<file path="config.mk">
export PLATFORM = sky130hd
export DESIGN_NAME = sync_fifo_prog
export DESIGN_NICKNAME = d
export VERILOG_FILES = /design/src/rtl/fifo_pkg.sv /design/src/rtl/sdp_ram.sv /design/src/rtl/sync_fifo_prog.sv
export SDC_FILE = /design/constraint.sdc
export NUM_CORES = 1
export LEC_CHECK = 0
export CAP_MARGIN = 40
export CORE_ASPECT_RATIO = 0.9
export CORE_UTILIZATION = 40
export CTS_CLUSTER_DIAMETER = 30
export DETAILED_ROUTE_END_ITERATION = 8
export GPL_TIMING_DRIVEN = 0
export HOLD_SLACK_MARGIN = 0.05
export SYNTH_ARGS = -nofsm -noshare
export SYNTH_HDL_FRONTEND = slang
export SYNTH_HIERARCHICAL = 1
export SYNTH_SLANG_ARGS = --single-unit
</file>
<file path="constraint.sdc">
create_clock -name clk -period 3.2 [get_ports clk]
set_input_delay 0.64 -clock clk [delete_from_list [all_inputs] [get_ports clk]]
set_output_delay 0.64 -clock clk [all_outputs]
set_load 0.1 [all_outputs]
</file>
<file path="src/rtl/fifo_pkg.sv">
// Shared FIFO types and elaboration helpers for the single- and dual-clock FIFOs.
// Latency: none, declarations and constant functions only.
// Backpressure: not applicable.
package fifo_pkg;

  // Prefetch state of the FWFT output register.
  typedef enum logic {
    ST_IDLE = 1'b0,  // output register empty
    ST_HOLD = 1'b1   // output register holds the head word
  } fwft_state_e;

  // Width of pointers and occupancy count: one extra bit for the wrap.
  function automatic int fifo_count_w(input int addr_width);
    return addr_width + 1;
  endfunction

  // Legal thresholds: prog_full in 1..DEPTH, prog_empty in 0..DEPTH-1.
  function automatic bit fifo_thresh_ok(input int addr_width, input int pf, input int pe);
    int depth;
    depth = 1 << addr_width;
    return (pf >= 1) && (pf <= depth) && (pe >= 0) && (pe <= depth - 1);
  endfunction

endpackage

</file>
<file path="src/rtl/sdp_ram.sv">
// Simple dual-port RAM, one write port and one registered read port.
// Latency: read data valid one cycle after rd_en_i; write visible next cycle.
// Backpressure: none, the caller guarantees address safety.
module sdp_ram #(
  parameter int DATA_WIDTH = 8,
  parameter int ADDR_WIDTH = 4
) (
  input  logic                  clk,
  input  logic                  rst,
  input  logic                  wr_en_i,
  input  logic [ADDR_WIDTH-1:0] wr_addr_i,
  input  logic [DATA_WIDTH-1:0] wr_dat_i,
  input  logic                  rd_en_i,
  input  logic [ADDR_WIDTH-1:0] rd_addr_i,
  output logic [DATA_WIDTH-1:0] rd_dat_o
);

  localparam int DEPTH = 1 << ADDR_WIDTH;

  logic [DATA_WIDTH-1:0] mem_q [DEPTH];
  logic [DATA_WIDTH-1:0] rd_dat_q;

  // Storage array: written on request, deliberately never reset.
  always_ff @(posedge clk) begin
    if (wr_en_i) mem_q[wr_addr_i] <= wr_dat_i;
  end

  // Read register: holds its value until the next read, cleared on reset.
  always_ff @(posedge clk or posedge rst) begin
    if (rst)          rd_dat_q <= '0;
    else if (rd_en_i) rd_dat_q <= mem_q[rd_addr_i];
  end

  assign rd_dat_o = rd_dat_q;

endmodule

</file>
<file path="src/rtl/sync_fifo_prog.sv">
// Single-clock FIFO, standard or FWFT read, programmable levels, occupancy count.
// Latency: standard read 1 cycle; FWFT head visible 1 cycle after write into empty.
// Backpressure: writes refused while full (overflow), reads refused while empty (underflow).
module sync_fifo_prog
  import fifo_pkg::*;
#(
  parameter int DATA_WIDTH        = 8,
  parameter int ADDR_WIDTH        = 4,
  parameter int FWFT_EN           = 1,
  parameter int PROG_FULL_THRESH  = 12,
  parameter int PROG_EMPTY_THRESH = 2
) (
  input  logic                  clk,
  input  logic                  rst,
  input  logic [DATA_WIDTH-1:0] din,
  input  logic                  wr_en,
  output logic                  full,
  output logic                  almost_full,
  output logic                  prog_full,
  output logic                  wr_ack,
  output logic                  overflow,
  output logic [DATA_WIDTH-1:0] dout,
  input  logic                  rd_en,
  output logic                  empty,
  output logic                  almost_empty,
  output logic                  prog_empty,
  output logic                  valid,
  output logic                  underflow,
  output logic [ADDR_WIDTH:0]   data_count
);

  localparam int CW    = fifo_count_w(ADDR_WIDTH);
  localparam int DEPTH = 1 << ADDR_WIDTH;
  localparam logic [CW-1:0] FULL_C  = CW'(DEPTH);
  localparam logic [CW-1:0] AFULL_C = CW'(DEPTH - 1);
  localparam logic [CW-1:0] PF_C    = CW'(PROG_FULL_THRESH);
  localparam logic [CW-1:0] PE_C    = CW'(PROG_EMPTY_THRESH);
  localparam logic [CW-1:0] ONE_C   = CW'(1);

  if (!fifo_thresh_ok(ADDR_WIDTH, PROG_FULL_THRESH, PROG_EMPTY_THRESH)) begin : g_bad_thresh
    $fatal(1, "sync_fifo_prog: programmable threshold out of range");
  end

  logic [CW-1:0] wr_ptr_q, wr_ptr_d, rd_ptr_q, rd_ptr_d, cnt_q, cnt_d;
  logic          wr_acc, rd_acc, ram_rd, ram_empty, empty_d, valid_d;
  fwft_state_e   state_q, state_d;
  logic          full_q, afull_q, pfull_q, empty_q, aempty_q, pempty_q;
  logic          valid_q, ack_q, ovf_q, udf_q;
  logic [DATA_WIDTH-1:0] ram_dat;

  // RAM holds nothing readable when the pointers match, MSB included;
  // an MSB-only difference means the RAM is completely full instead.
  assign ram_empty = (wr_ptr_q == rd_ptr_q);

  // Accept against the registered flags and advance write side and count.
  always_comb begin
    wr_acc   = wr_en && !full_q;
    rd_acc   = rd_en && !empty_q;
    wr_ptr_d = wr_ptr_q + {{(CW-1){1'b0}}, wr_acc};
    cnt_d    = cnt_q + {{(CW-1){1'b0}}, wr_acc} - {{(CW-1){1'b0}}, rd_acc};
  end

  // Prefetch FSM next state and RAM read request; standard mode reads directly.
  always_comb begin
    state_d = state_q;
    ram_rd  = 1'b0;
    if (FWFT_EN != 0) begin
      case (state_q)
        ST_IDLE: begin
          if (!ram_empty) begin
            ram_rd  = 1'b1;
            state_d = ST_HOLD;
          end
        end
        ST_HOLD: begin
          // Popping the head: refill from RAM with no bubble, or fall idle.
          if (rd_acc) begin
            if (!ram_empty) ram_rd  = 1'b1;
            else            state_d = ST_IDLE;
          end
        end
        default: state_d = ST_IDLE;
      endcase
    end else begin
      ram_rd = rd_acc;
    end
    rd_ptr_d = rd_ptr_q + {{(CW-1){1'b0}}, ram_rd};
    empty_d  = (FWFT_EN != 0) ? (state_d != ST_HOLD) : (cnt_d == '0);
    valid_d  = (FWFT_EN != 0) ? (state_d == ST_HOLD) : rd_acc;
  end

  // Pointers, count, FSM and all status flags registered together.
  always_ff @(posedge clk or posedge rst) begin
    if (rst) begin
      wr_ptr_q <= '0;
      rd_ptr_q <= '0;
      cnt_q    <= '0;
      state_q  <= ST_IDLE;
      full_q   <= 1'b0;
      afull_q  <= 1'b0;
      pfull_q  <= 1'b0;
      empty_q  <= 1'b1;
      aempty_q <= 1'b1;
      pempty_q <= 1'b1;
      valid_q  <= 1'b0;
      ack_q    <= 1'b0;
      ovf_q    <= 1'b0;
      udf_q    <= 1'b0;
    end else begin
      wr_ptr_q <= wr_ptr_d;
      rd_ptr_q <= rd_ptr_d;
      cnt_q    <= cnt_d;
      state_q  <= state_d;
      full_q   <= (cnt_d == FULL_C);
      afull_q  <= (cnt_d >= AFULL_C);
      pfull_q  <= (cnt_d >= PF_C);
      empty_q  <= empty_d;
      aempty_q <= (cnt_d <= ONE_C);
      pempty_q <= (cnt_d <= PE_C);
      valid_q  <= valid_d;
      ack_q    <= wr_acc;
      ovf_q    <= wr_en && full_q;
      udf_q    <= rd_en && empty_q;
    end
  end

  sdp_ram #(
    .DATA_WIDTH(DATA_WIDTH),
    .ADDR_WIDTH(ADDR_WIDTH)
  ) u_ram (
    .clk      (clk),
    .rst      (rst),
    .wr_en_i  (wr_acc),
    .wr_addr_i(wr_ptr_q[ADDR_WIDTH-1:0]),
    .wr_dat_i (din),
    .rd_en_i  (ram_rd),
    .rd_addr_i(rd_ptr_q[ADDR_WIDTH-1:0]),
    .rd_dat_o (ram_dat)
  );

  assign full         = full_q;
  assign almost_full  = afull_q;
  assign prog_full    = pfull_q;
  assign wr_ack       = ack_q;
  assign overflow     = ovf_q;
  assign dout         = ram_dat;
  assign empty        = empty_q;
  assign almost_empty = aempty_q;
  assign prog_empty   = pempty_q;
  assign valid        = valid_q;
  assign underflow    = udf_q;
  assign data_count   = cnt_q;

endmodule

</file>
Word level (Yosys, flattened, before mapping)
Memories as Yosys holds them, arrays and structs flattened. A register that Yosys moved wholly into a read port is not among the register bits. Cells that the tools add are included.

Bits in registers: 25. Memory bits (writable): 128. Input bits: 12. Memories: 1.

Add/sub/neg operators: 4. Magnitude comparators: 4. Equal/unequal tests: 2. Mux-type cells: 7. Bitwise logic cells: 2. Reductions and logical operators: 6.

Memories: u_ram.mem_q (depth 16, bits a word 8, read ports 1, clocked after memory_dff 1, write ports 1, RTL line sdp_ram.sv:20) `logic [DATA_WIDTH-1:0] mem_q [DEPTH];`.

Operators with widths (number): $add A5 B1 Y5 (3); $ge A5 B4 Y1 const B (2); $eq A5 B5 Y1 (1); $eq A5 B5 Y1 const B (1); $le A5 B1 Y1 const B (1); $le A5 B2 Y1 const B (1); $mux W1 (5); $sub A5 B1 Y5 (1); $logic_and A1 B1 Y1 (4); $pmux W1 S2 (2); $logic_not A1 Y1 (2); $not A1 Y1 (2).

Longest topological paths before layout
Gate-level depths: netlist of run 1.

Depth after elaboration: 5. Depth in mapped cells: 11. Mapped depth without buffers: 11.

Cells and area by module
The synthesis of run 1 kept the hierarchy.

Modules (own cells, without submodules): sdp_ram (instances 1, cells an instance 241, area an instance 5335.1 sq um, seq. area each 4043.9 sq um); sync_fifo_prog (instances 1, cells an instance 87, area an instance 1119.8 sq um, seq. area each 629.4 sq um).

Least setup slack after synthesis of run 1
Ideal clock, no wire load.

Path kind: register to register. Start: register full_q, in the netlist full. End: register full_q, in the netlist full. Setup time: 0.095 ns. Arrival time: 2.837 ns. Required time: 3.105 ns. Setup slack: 0.268 ns. Cell stages (with the launch flop): 12. Cells stage by stage: dfrtp_1 > nor2b_1 > inv_1 > ha_1 > inv_1 > ha_1 > inv_1 > fa_1 > nand2b_1 > a21oi_2 > xnor2_2 > nor4b_2.

Word-level cells in the longest chain between the ends: 5.

RTL lines: start, declared (RTL line sync_fifo_prog.sv:47) `logic full_q, afull_q, pfull_q, empty_q, aempty_q, pempty_q;`; start signal, assigned (RTL line sync_fifo_prog.sv:114) `full_q <= (cnt_d == FULL_C);`; $logic_not A1 Y1 (RTL line sync_fifo_prog.sv:57) `wr_acc = wr_en && !full_q;`; $logic_and A1 B1 Y1 (RTL line sync_fifo_prog.sv:57); net wr_acc (RTL line sync_fifo_prog.sv:45) `logic wr_acc, rd_acc, ram_rd, ram_empty, empty_d, valid_d;`; $add A5 B1 Y5 (RTL line sync_fifo_prog.sv:60) `cnt_d = cnt_q + {{(CW-1){1'b0}}, wr_acc} - {{(CW-1){1'b0}}, rd_acc};`; $sub A5 B1 Y5 (RTL line sync_fifo_prog.sv:60); net cnt_d[4] (RTL line sync_fifo_prog.sv:44) `logic [CW-1:0] wr_ptr_q, wr_ptr_d, rd_ptr_q, rd_ptr_d, cnt_q, cnt_d;`; $eq A5 B5 Y1 (RTL line sync_fifo_prog.sv:114).

The timed path passes the listed nets, and every way through them passes these cells.

Worst setup path in the final report of run 1
Start: input port wr_en. End: register full_q, in the netlist full.

Word-level cells in the longest chain between the ends: 4.

RTL lines: start, declared (RTL line sync_fifo_prog.sv:16) `input logic wr_en,`; $logic_and A1 B1 Y1 (RTL line sync_fifo_prog.sv:57); net wr_acc (RTL line sync_fifo_prog.sv:45); $add A5 B1 Y5 (RTL line sync_fifo_prog.sv:60); $sub A5 B1 Y5 (RTL line sync_fifo_prog.sv:60); net cnt_d[4] (RTL line sync_fifo_prog.sv:44); $eq A5 B5 Y1 (RTL line sync_fifo_prog.sv:114).

The timed path passes the listed nets, and every way through them passes these cells.

==> reports/results.md, run 1 <==
• leakage power: 0.00292 uW
• Startpoint Class: input port
• result of the run: finished clean
• Worst-Skew Late Latency: 0.42 ns
• Post-synth top flop: sky130_fd_sc_hd__edfxtp_1
• time the final worst path needs with I/O delays and setup: 2.95 ns
• worst min-delay path category: reg -> reg
• port bufs: 34
• fraction of layout instances using a drive strength above 1: 29.0%
• destination of the worst register-to-register timing path: full
• detailed router's first-iteration violation count: 226
• # setup viols final: 0
• Post-Route Skew: 0.00866 ns
• share of flip-flops with an asynchronous set or reset: 20.5%
• # diodes: 0
• Yosys warning count: 6
• die outline height: 123 um
• overall fraction of global-route tracks in use: 16.4%
• Synth Net Count: 350
• fraction of power consumed by combinational cells: 44.2%
• Setup Crit Path Kind: in -> reg
• Register Area: 0.00467 mm2
• Wirelength per Cell: 19.5 um
• Vias per Instance: 5.09
• critical path peak fanout: 7
• number of different library cells in the post-synthesis netlist: 36
• Post-Synthesis Mean Instance Area: 19.7 um2
• wire length of the first global-routing pass: 19200 um
• Placement Rows: 43
• measured slew at the worst slew-check pin: 0.883 ns
• endpoint class of the critical path: flop
• clock slew seen by the registers of the worst setup and hold paths: 0.06 ns
• net switching share of the total power: 36.7%
• via count of the first global-routing pass: 3438
• placed standard-cell area: 0.00756 mm2
• #FFs+latches synth: 161
• instance count of the mapped netlist: 328
• count of cells along the worst hold path: 1
• count of clock tree sinks: 161
• startpoint of the lowest-slack hold path: rd_ptr_q[4]
• antenna violations before repair: 0
• drt total wl: 12300 um
• number of enable-type register cells in the synthesized netlist: 128
• placeable core region: 0.0156 mm2
• initial standard-cell utilization of the core: 41.4%
• top cell type's share of synthesized area: 59.5%
• crit path DAT: 3.27 ns
• Final Cycle Share: 92.2%
• most used standard cells in the synthesized netlist: sky130_fd_sc_hd__edfxtp_1 (128), sky130_fd_sc_hd__dfrtp_1 (30), sky130_fd_sc_hd__mux4_2 (26), sky130_fd_sc_hd__nor2_1 (22), sky130_fd_sc_hd__inv_1 (11)
• part of the power in registers: 32.6%
• Post-DP HPWL: 8320 um
• max frequency: 339 MHz
• CTS tree: done
• IO Count: 35
• Remaining Overflow, GRT: 0
• routed via count: 3220
• maximum capacitance violations: 0
• total count of hold-check failures in the final report: 0
• total of fill cells in the finished design: 1264
• hold worst-path end: rd_ptr_q[4]
• dominant cells by area after synthesis: sky130_fd_sc_hd__edfxtp_1 (60%), sky130_fd_sc_hd__dfrtp_1 (12%), sky130_fd_sc_hd__mux4_2 (9.1%)
• count leader, synth: sky130_fd_sc_hd__edfxtp_1
• internal power: 5620 uW
• sum of negative setup slack: 0 ns
• register-to-register setup slack: 0.58 ns
• final max-slew violation count: 0
• Max Root-Sink Buffers: 2
• setup repair after global routing missed its margin: no
• data required time of the critical path: 3.52 ns
• library cell with the largest summed area after synthesis: sky130_fd_sc_hd__edfxtp_1
• final instance area: 0.00817 mm2
• Synth Cell Area: 0.00645 mm2
• P per Cell Area: 1090 mW/mm2
• worst-case headroom to the max-slew limit: 40.9%
• CTS buffer count: 17
• largest net degree at the start of global routing: 19
• post-detailed-route count of antenna-violating nets: 0
• worst reg2reg path startpoint: full
• gpl congestion: 0.696
• IR drop worst, VDD: 0.966 mV
• Final nets: 440
• Final Total Pwr: 8870 uW
• post-route DRC violation count: 0
• R2R cell count: 11
• CTS Root Cell: sky130_fd_sc_hd__clkbuf_16
• Syn-to-layout area delta: 26.6%
• area of the multi-input gates: 0.00162 mm2
• portion of total power attributed to the clock network: 23.2%
• switching power summed over all nets: 3260 uW
• floorplan die area: 0.0167 mm2
• proportion of synthesized chip area in sequential cells: 72.4%
• CTS HTree Levels: 4
• DR pass1 iterations: 4
• chip width: 136 um
[cells by family (layout without fill, tap and decap cells)]
logic type	after synthesis	after routing	share of synthesized area, %
AO/OA/AOI/OAI	22	22	3.45
XOR/XNOR	15	15	2.27
adder cells (fa/ha/maj)	10	10	2.05
buffers and inverters	25	128	2.64
flip-flops	161	161	72.4
multiplexers	40	40	12.8
AND/OR/NAND/NOR	55	55	4.44
[area by class of cell]
cell class / count / share of cell area, %
sequential: 161 / 57.2
multi-input combinational: 142 / 19.9
timing repair buffer: 71 / 10.3
clock buffer: 23 / 5.85
tap: 202 / 3.09
clock inverter: 9 / 1.58
buffer: 14 / 1.58
inverter: 11 / 0.505
[placed cells by master (no fill, tap or decap), drive strengths merged]
cell / n
clkdlybuf4s50: 34
clkinv: 3
or2: 1
nand2: 3
a221oi: 8
a21oi: 3
nand2b: 6
edfxtp: 128
nor2: 22
xor2: 5
o22ai: 8
xnor2: 10
nand3b: 2
and2: 4
nor3: 6
buf: 51
clkinvlp: 2
a21o: 2
or3b: 1
nand3: 6
bufinv: 3
nor4: 1
inv: 12
mux4: 32
ha: 9
dfstp: 3
dfrtp: 30
fa: 1
mux2i: 8
nor2b: 2
clkbuf: 23
a31o: 1
nor4b: 1
[registers in the layout, indices dropped and copies added, names as in the netlist]
register	cells
almost_empty	1
underflow	1
almost_full	1
data_count	5
full	1
u_ram/mem_q	128
overflow	1
wr_ptr_q	5
valid	1
rd_ptr_q	5
wr_ack	1
prog_empty	1
prog_full	1
empty	1
u_ram/rd_dat_o	8
[critical path, stage by stage]
cell	delay [ns]
sky130_fd_sc_hd__clkdlybuf4s50_1	0.48
sky130_fd_sc_hd__nor2b_2	0.33
sky130_fd_sc_hd__inv_1	0.08
sky130_fd_sc_hd__ha_1	0.29
sky130_fd_sc_hd__inv_1	0.06
sky130_fd_sc_hd__ha_1	0.15
sky130_fd_sc_hd__inv_1	0.05
sky130_fd_sc_hd__fa_1	0.38
sky130_fd_sc_hd__nand2b_1	0.17
sky130_fd_sc_hd__a21oi_2	0.17
sky130_fd_sc_hd__xnor2_2	0.20
sky130_fd_sc_hd__nor4b_2	0.25
[metrics by stage]
step	utilization (%)	std cells	setup slack [ns]	hold slack [ns]
after detailed placement	48.5	601	-0.371	0.483
after CTS	52.3	633	0.0627	0.496
after floorplan	-	328	0.268	0.456
after global placement	45.2	564	-0.481	0.483
final	52.4	633	0.250	0.491
after global routing	52.4	633	0.0940	0.516
[metal layers]
metal,global-route usage [%],wire [um],vias to the layer above
met3,4.75,454,13
met1,21.8,5780,1655
met2,25.9,5960,68
met5,0,0,-
li1,-,-,1484
met4,5.63,145,0
[repair_timing]
item / CTS / global route
setup buffers: 0 / 0
hold buffers: 0 / 0
endpoints found under the setup margin: 0 / 3
resized for setup: 0 / 1
[worst max-delay path by stage]
stage | start | to | cells after the start
floorplan | full | full | 11
global placement | wr_en | u_ram/mem_q[0][3] | 4
detailed placement | wr_en | full | 12
CTS | wr_en | full | 12
global route | wr_en | full | 12
finish | wr_en | full | 12
[power groups by stage]
stage	Sequential, uW	Clock [uW]	Combinational [uW]
after floorplan	3730	0	1850
after global placement	2920	0	3420
after detailed placement	2930	0	3950
after CTS	2890	2100	3980
after global routing	2930	2190	4170
final	2890	2060	3920
Power figures use the tool's default switching activity.
==> run 2, diff against run 1 <==
--- a/config.mk
+++ b/config.mk
@@ -6,12 +6,15 @@
 export NUM_CORES = 1
 export LEC_CHECK = 0
 export CAP_MARGIN = 40
+export CELL_PAD_IN_SITES_DETAIL_PLACEMENT = 0
+export CELL_PAD_IN_SITES_GLOBAL_PLACEMENT = 1
 export CORE_ASPECT_RATIO = 0.9
 export CORE_UTILIZATION = 40
 export CTS_CLUSTER_DIAMETER = 30
 export DETAILED_ROUTE_END_ITERATION = 8
 export GPL_TIMING_DRIVEN = 0
 export HOLD_SLACK_MARGIN = 0.05
+export PLACE_DENSITY_LB_ADDON = 0.1
 export SYNTH_ARGS = -nofsm -noshare
 export SYNTH_HDL_FRONTEND = slang
 export SYNTH_HIERARCHICAL = 1
==> reports/results.md, run 2 (same netlist as run 1, synthesis figures left out) <==
• Setup Crit Path Kind: in -> reg
• worst-case headroom to the max-slew limit: 44.6%, +3.7 points
• via count of the first global-routing pass: 3451, +0.38%
• initial standard-cell utilization of the core: 41.4%, unchanged
• Placement Rows: 43, unchanged
• leading cell type in the layout, fill and taps excluded: sky130_fd_sc_hd__edfxtp_1
• post-detailed-route count of antenna-violating nets: 0, unchanged
• gpl congestion: 0.744, +7.0%
• portion of total power attributed to the clock network: 22.5%, -0.7 points
• max frequency: 341 MHz, +0.49%
• measured slew at the worst slew-check pin: 0.826 ns, -0.0574 ns
• switching power summed over all nets: 3260 uW, about the same
• Post-Route Skew: 0.00795 ns, -0.000712 ns
• # diodes: 0, unchanged
• Startpoint Class: input port
• final max-slew violation count: 0, unchanged
• CTS Root Cell: sky130_fd_sc_hd__clkbuf_16
• drt total wl: 12800 um, +4.1%
• time the final worst path needs with I/O delays and setup: 2.94 ns, -0.0143 ns
• clock slew seen by the registers of the worst setup and hold paths: 0.06 ns, about the same
• post-route core utilization: 52.3%, -0.080 points
• total count of hold-check failures in the final report: 0, unchanged
• overall fraction of global-route tracks in use: 17.3%, +0.85 points
• Worst-Skew Late Latency: 0.41 ns, about the same
• fraction of power consumed by combinational cells: 44.6%, +0.4 points
• register with the most flip-flops: u_ram/mem_q
• maximum capacitance violations: 0, unchanged
• post-route DRC violation count: 0, unchanged
• DR pass1 iterations: 5, +1
• placeable core region: 0.0156 mm2, unchanged
• IO Count: 35, unchanged
• crit path DAT: 3.25 ns, -0.02 ns
• antenna violations before repair: 0, unchanged
• count of clock tree sinks: 161, unchanged
• CTS HTree Levels: 4, unchanged
• detailed router's first-iteration violation count: 184, -19%
• fraction of layout instances using a drive strength above 1: 29.3%, +0.33 points
• result of the run: finished clean
• count of hold buffers inserted by post-cts repair: 0, unchanged
• data required time of the critical path: 3.52 ns, about the same
• routed via count: 3195, -0.78%
• P per Cell Area: 1080 mW/mm2, -0.80%
• Final nets: 442, +0.45%
• critical path peak fanout: 7, unchanged
• CTS tree: done
• # setup viols final: 0, unchanged
• endpoint class of the critical path: flop
• chip width: 136 um, unchanged
• R2R cell count: 11, unchanged
• Post-DP HPWL: 8750 um, +5.2%
• part of the power in registers: 32.9%, +0.3 points
• Post-Route Hold Slack: 0.490 ns, -0.000390 ns
• Vias per Instance: 5.03, -1.1%
• Wirelength per Cell: 20.2 um, +3.7%
• floorplan die area: 0.0167 mm2, unchanged
• Max Root-Sink Buffers: 2, unchanged
• internal power: 5530 uW, -1.6%
• count of cells along the worst hold path: 1, unchanged
• largest net degree at the start of global routing: 18, -1
• die outline height: 123 um, unchanged
• port bufs: 34, unchanged
• total of fill cells in the finished design: 1258, -0.47%
• Final Cycle Share: 91.7%, -0.45 points
• Post-Place Worst Slack: -0.323 ns, +0.0479 ns
• Syn-to-layout area delta: 26.4%
• wire length of the first global-routing pass: 19900 um, +3.6%
• IR drop worst, VDD: 0.835 mV, -14%
• setup repair after global routing missed its margin: no
• Setup WS post-layout: 0.264 ns, +0.0143 ns
• leakage power: 0.00291 uW, -0.36%
• Remaining Overflow, GRT: 0, unchanged
• net switching share of the total power: 37.1%, +0.39 points
• top library cells by usage in the layout, fill and taps aside: sky130_fd_sc_hd__edfxtp_1 (128), sky130_fd_sc_hd__clkdlybuf4s50_1 (34), sky130_fd_sc_hd__dfrtp_1 (30), sky130_fd_sc_hd__mux4_2 (26), sky130_fd_sc_hd__nor2_1 (22)
• number of flip-flops under the largest register name: 128, unchanged
• worst min-delay path category: reg -> reg
• CTS buffer count: 17, unchanged
[run 2: cell types whose count changed in the layout (fill, tap and decap cells not counted), moves of 2 or more]
cell                       change
sky130_fd_sc_hd__clkbuf_8      -3
sky130_fd_sc_hd__buf_4         +4
sky130_fd_sc_hd__nor3_1        -2
sky130_fd_sc_hd__nor3_2        +2
sky130_fd_sc_hd__clkinv_1      +3
sky130_fd_sc_hd__buf_2         -2
[run 2: area by class of cell]
cell class                      instances  area [um2]  area share [%]
Sequential cell                       161        4670            57.3
Multi-Input combinational cell        142        1630            20.0
Timing Repair Buffer                   73         851            10.4
Clock buffer                           19         433            5.31
Tap cell                              202         253            3.10
Clock inverter                         13         144            1.76
Buffer                                 14         129            1.58
Inverter                               11        41.3           0.506
[run 2: stage by stage]
stage | area [um2] | std cells | power [uW] | setup TNS (ns)
finish | 8160 | 635 | 8790 | 0
global route | 8160 | 635 | 9220 | 0
CTS | 8160 | 635 | 8900 | 0
detailed placement | 7580 | 603 | 6900 | -1.36
global placement | 7050 | 564 | 6390 | -10.59
floorplan | 6450 | 328 | 5580 | 0
[run 2: final timing paths]
check / from / slack (ns) / endpoint
max: wr_en / 0.26 / full
min reg2reg: wr_ptr_q[4] / 0.49 / wr_ptr_q[4]
max reg2reg: full / 0.61 / full
min in group asynchronous: rst / 0.55 / u_ram/rd_dat_o[4]
max in group asynchronous: rst / 2.09 / prog_empty
min: wr_ptr_q[4] / 0.49 / wr_ptr_q[4]
[run 2: timing repair]
item,CTS,global route
setup endpoints to repair,0,3
gates resized for setup,0,1
endpoints found under the hold margin,0,0
setup buffers,0,0
[run 2: power by group through the flow]
stage,clock network (uW),logic [uW],registers (uW)
after floorplan,0,1850,3730
after global routing,2100,4180,2940
after global placement,0,3470,2920
after CTS,2020,3970,2900
after detailed placement,0,3960,2940
final,1980,3920,2890
[run 2: critical path, cell delays in order]
cell                              delay (ns)
sky130_fd_sc_hd__clkdlybuf4s50_1        0.49
sky130_fd_sc_hd__nor2b_2                0.30
sky130_fd_sc_hd__inv_1                  0.08
sky130_fd_sc_hd__ha_1                   0.29
sky130_fd_sc_hd__inv_1                  0.05
sky130_fd_sc_hd__ha_1                   0.16
sky130_fd_sc_hd__inv_1                  0.06
sky130_fd_sc_hd__fa_1                   0.39
sky130_fd_sc_hd__nand2b_1               0.18
sky130_fd_sc_hd__a21oi_2                0.17
sky130_fd_sc_hd__xnor2_2                0.19
sky130_fd_sc_hd__nor4b_2                0.26
[run 2: routing by layer]
| metal | global-route usage (%) | vias to the layer above | routed length [um] |
|---|---|---|---|
| met3 | 4.25 | 10 | 427 |
| met4 | 5.63 | 0 | 115 |
| met1 | 21.7 | 1643 | 5810 |
| li1 | - | 1484 | - |
| met2 | 29.3 | 58 | 6490 |
| met5 | 0 | - | 0 |
